==> config.mk <==
export PLATFORM = sky130hd
export DESIGN_NAME = clint_rtc_gen
export DESIGN_NICKNAME = d
export VERILOG_FILES = /design/src/rtl/clint_rtc_gen.sv
export SDC_FILE = /design/constraint.sdc
export NUM_CORES = 1
export LEC_CHECK = 0
export CAP_MARGIN = 40
export CORE_MARGIN = 4
export CORE_UTILIZATION = 55
export DETAILED_ROUTE_END_ITERATION = 7
export PLACE_DENSITY = 0.88
export SYNTH_ARGS = -nofsm -noshare
export SYNTH_HDL_FRONTEND = slang
export SYNTH_SLANG_ARGS = --single-unit
==> constraint.sdc <==
create_clock -name clk -period 4.8 [get_ports clk]
set_input_delay 0.72 -clock clk [delete_from_list [all_inputs] [get_ports clk]]
set_output_delay 0.72 -clock clk [all_outputs]
set_load 0.005 [all_outputs]
==> src/rtl/clint_rtc_gen.sv <==
// Fractional real-time clock generator for the CLINT rt_clk input.
// 32-bit phase accumulator with a small valid/ready register slave.
module clint_rtc_gen #(
  parameter int          ADDR_W       = 32,
  parameter int          DATA_W       = 32,
  parameter logic [31:0] INCR_RESET   = 32'h0015_798F,
  parameter logic        ENABLE_RESET = 1'b1
) (
  input  logic                clk,
  input  logic                reset,
  input  logic                valid,
  input  logic [ADDR_W-1:0]   address,
  input  logic [DATA_W-1:0]   wdata,
  input  logic [DATA_W/8-1:0] wstrb,
  output logic [DATA_W-1:0]   rdata,
  output logic                ready,
  output logic                rt_clk,
  output logic                rtc_tick
);

  typedef enum logic [1:0] {
    R_CTRL  = 2'd0,
    R_INCR  = 2'd1,
    R_ACC   = 2'd2,
    R_TICKS = 2'd3
  } reg_e;

  logic [31:0]       acc_q, acc_d;
  logic [31:0]       incr_q, incr_d;
  logic [31:0]       ticks_q, ticks_d;
  logic              en_q, en_d;
  logic              tick_q, tick_d;
  logic              ready_q, ready_d;
  logic [DATA_W-1:0] rdata_q, rdata_d;

  reg_e        sel;
  logic        wr, rd, rise;
  logic [31:0] rd_mux;
  logic        unused_addr;

  assign unused_addr = ^{address[ADDR_W-1:4], address[1:0]};

  always_comb begin
    sel     = reg_e'(address[3:2]);
    wr      = valid && (wstrb == {(DATA_W/8){1'b1}});
    rd      = valid && !wr;
    rd_mux  = '0;
    unique case (sel)
      R_CTRL:  rd_mux = {31'd0, en_q};
      R_INCR:  rd_mux = incr_q;
      R_ACC:   rd_mux = acc_q;
      R_TICKS: rd_mux = ticks_q;
    endcase

    en_d    = en_q;
    incr_d  = incr_q;
    if (wr && sel == R_CTRL) en_d = wdata[0];
    if (wr && sel == R_INCR) incr_d = wdata;

    // Clear wins over accumulation and uses pre-edge enable/incr.
    if (wr && sel == R_CTRL && wdata[1]) acc_d = '0;
    else if (en_q)                        acc_d = acc_q + incr_q;
    else                                  acc_d = acc_q;

    rise    = !acc_q[31] && acc_d[31];
    tick_d  = rise;

    // A software write to TICKS overrides a coincident increment.
    if (wr && sel == R_TICKS) ticks_d = wdata;
    else                      ticks_d = ticks_q + {31'd0, rise};

    ready_d = valid;
    rdata_d = rd ? rd_mux : rdata_q;
  end

  always_ff @(posedge clk) begin
    if (reset) begin
      acc_q   <= '0;
      incr_q  <= INCR_RESET;
      en_q    <= ENABLE_RESET;
      ticks_q <= '0;
      tick_q  <= 1'b0;
      ready_q <= 1'b0;
      rdata_q <= '0;
    end else begin
      acc_q   <= acc_d;
      incr_q  <= incr_d;
      en_q    <= en_d;
      ticks_q <= ticks_d;
      tick_q  <= tick_d;
      ready_q <= ready_d;
      rdata_q <= rdata_d;
    end
  end

  assign rt_clk   = acc_q[31];
  assign rtc_tick = tick_q;
  assign ready    = ready_q;
  assign rdata    = rdata_q;

endmodule

==> flow_summary.toml <==
[status]
status = "finished clean"

[route]
drc_errors = 0
drt_iter0_drc = 582
wl_per_cell_um = 17.5
dr.pass1.iters = 5
ant_nets = 0
routed_via_density = 6.13
vias = 6949
wl_mm = 19.8

[setup_path]
critPathSlowestCell = "or4_4"
r2r_slack_ns = 0.48
crit_required_ns = 5.14
worstPathMaxFanout = 10
cpMostUsedCell = "a211oi_1"
crit_arrival_ns = 4.66
crit_type = "reg -> reg"
crit_path_cell_trace = "ha_1, a211oi_1, o211ai_1, a211oi_1, o311ai_0, a21oi_1, o21ai_2, a211oi_1, ha_1, nand4_4, or4_4, nor3_4, nand2_1, xor2_1, a211oi_2"
start_kind = "register"
critPathMaxStageDelay_ns = 0.62
critPathBufInv = 0
end_kind = "register"
cpLargestDelayFamily = "compound AO/OA/AOI/OAI gates"

[clocking]
clock_latency_ns = 0.43
cts_resized = 0
cts.sinks = 131
path_clk_slew_ns = 0.06
htree_levels = 4
cts_inserted_buffers = 17
root_buffer = "clkbuf_16"
cts_hold_buf = 0
cts_tree = "yes"
clk_path_buf_depth = 2
cts_setup_buffers = 0

[run]
cap_violations = 0

[timing]
hold_violations = 0
relSlewSlack_pct = 38.1
rsz0062_at_grt = "false"
clock_skew_ns = 0.00744
max_freq_mhz = 232
setup_viol = 0
finalSetupTns_ns = 0
min_period_ns = 4.32
maxSlewViolCount = 0
finalCritPeriodShare_pct = 90.0
worstMarginPinSlew_ns = 0.929

[global_route]
grt_max_degree = 86
first_global_vias = 6699
grtUsageTotal_pct = 26.4
grt_pass1_wl_mm = 32.3
antenna_found_initial = 0
grt-ovfl-total = 0

[floorplan]
core.rowCount = 42
die_y_um = 124
pin_count = 106
core-area_sq_mm = 0.0132
initial_core_util_pct = 55.9
die_width_um = 124
dieArea_sq_mm = 0.0153

[synth]
ys_seq_area_share_pct = 35.5
async_reset_ff_share_pct = 0
ys_ff_latch = 131
synth_edf_count = 0
synth_area_per_cell_sq_um = 8.28
synth_nets = 996
synth_flop_cell = "dfxtp_1"
syn_area_sq_mm = 0.00738
ys_warn_count = 0
synthCells = 891
ys_types = 59

[layout]
syn_to_final_growth_pct = 20.9
antenna_cells = 0
design_area_sq_mm = 0.00892
nets = 1049
drive_gt1_share_pct = 9.82

[power_and_ir_drop]
p_per_area_mw_per_mm2 = 391
ir_drop_mv = 0.284
leakagePower_nw = 3.55

[placement]
gp_congestion = 0.928
place_hpwl_mm = 13.3
placed_area_sq_mm = 0.00825
io_buffers = 75

[hold_path]
hp-class = "reg -> reg"
tightest hold or removal path, stage by stage (launching register included):
cell and delay [ns]:
dfxtp_1 0.31, nand2_1 0.05, a21oi_1 0.05
final cells by class:
class | count | area (sq um)
timing repair buffer | 90 | 858
sequential | 131 | 2620
clock inverter | 12 | 203
inverter | 12 | 45.0
fill | 1025 | 4270
tap | 176 | 220
multi-input combinational | 692 | 4500
clock buffer | 20 | 467
metal layers:
| layer | global-route usage [%] | vias to the layer above | wire (um) |
|---|---|---|---|
| met2 | 41.9 | 241 | 9060 |
| met5 | 0 | - | 0 |
| met3 | 5.45 | 43 | 1150 |
| li1 | - | 3359 | - |
| met1 | 34.8 | 3306 | 9060 |
| met4 | 11.7 | 0 | 529 |
cell usage in the layout, fill, tap and decap left out, types with 4 or more instances in the layout:
master and n:
dfxtp_1 131, nand2_1 110, nor2_1 105, clkdlybuf4s50_1 74
a211oi_1 68, a21oi_1 58, nand3_1 36, ha_1 33
a22oi_1 31, mux2_2 30, xor2_1 29, o21ai_0 28
mux2i_1 20, xnor2_1 19, clkbuf_16 17, buf_4 15
inv_1 12, a21o_1 10, and3_1 10, nand4_1 10
nor3_1 9, or3_1 9, o211ai_1 6, o21bai_1 5
bufinv_16 5, nor4_1 4, o22ai_1 4, a311oi_1 4
clkinvlp_4 4
through the flow:
stage | setup slack [ns] | instances | power [W] | utilization, % | hold WS, ns
after floorplan | 0.875 | 891 | 0.00179 | - | 0.436
after global placement | 0.725 | 1101 | 0.00200 | 62.5 | 0.443
after detailed placement | 0.663 | 1101 | 0.00202 | 62.5 | 0.457
after CTS | 0.510 | 1133 | 0.00349 | 67.6 | 0.465
after global routing | 0.240 | 1133 | 0.00364 | 67.6 | 0.503
final | 0.481 | 1133 | 0.00349 | 67.6 | 0.466
sequential cells by signal, indices dropped and copies added (netlist names):
name,count
en_q,1
ready,1
rdata,32
acc_q,32
rtc_tick,1
incr_q,32
ticks_q,32
synthesized netlist by cell type (4+ instances only):
master	count	area, sq um
a211oi_1	68	510
a21o_1	10	75.1
a21oi_1	58	290
a22oi_1	31	233
a311oi_1	4	35.0
and3_1	10	62.6
buf_1	8	30.0
clkbuf_1	47	176
dfxtp_1	131	2620
ha_1	33	413
inv_1	12	45.0
mux2_2	30	338
mux2i_1	20	200
nand2_1	110	413
nand3_1	36	180
nand4_1	10	62.6
nor2_1	105	394
nor2b_1	4	25.0
nor3_1	9	45.0
nor4_1	4	25.0
o211ai_1	6	45.0
o21ai_0	28	140
o21bai_1	5	37.5
o22ai_1	4	25.0
or3_1	9	56.3
xnor2_1	19	166
xor2_1	29	254
logic make-up after synthesis:
family	after synthesis	share of synthesized area [%]
AOI/OAI and AO/OA	242	22.2
xor gates and xnor gates	48	5.70
adders and majority gates	34	5.87
buffers and inverters	68	3.56
DFF	131	35.5
muxes	51	7.60
and+or+nand+nor	317	19.6
final timing paths:
path	startpoint	endpoint	cells past startpoint
worst max register to register	acc_q[1]	ticks_q[31]	15
worst min-delay path	incr_q[31]	incr_q[31]	2
worst max-delay path	acc_q[1]	ticks_q[31]	15
worst min register to register	incr_q[31]	incr_q[31]	2
report_power, final:
part	total (W)	internal (W)	switching (W)	leakage (nW)
registers	0.00124	0.00117	0.0000669	1.07
clock network	0.00146	0.000963	0.000501	0.314
logic	0.000787	0.000341	0.000446	2.17
total	0.00349	0.00248	0.00101	3.55
No activity file was read; power rests on OpenSTA's default activity.
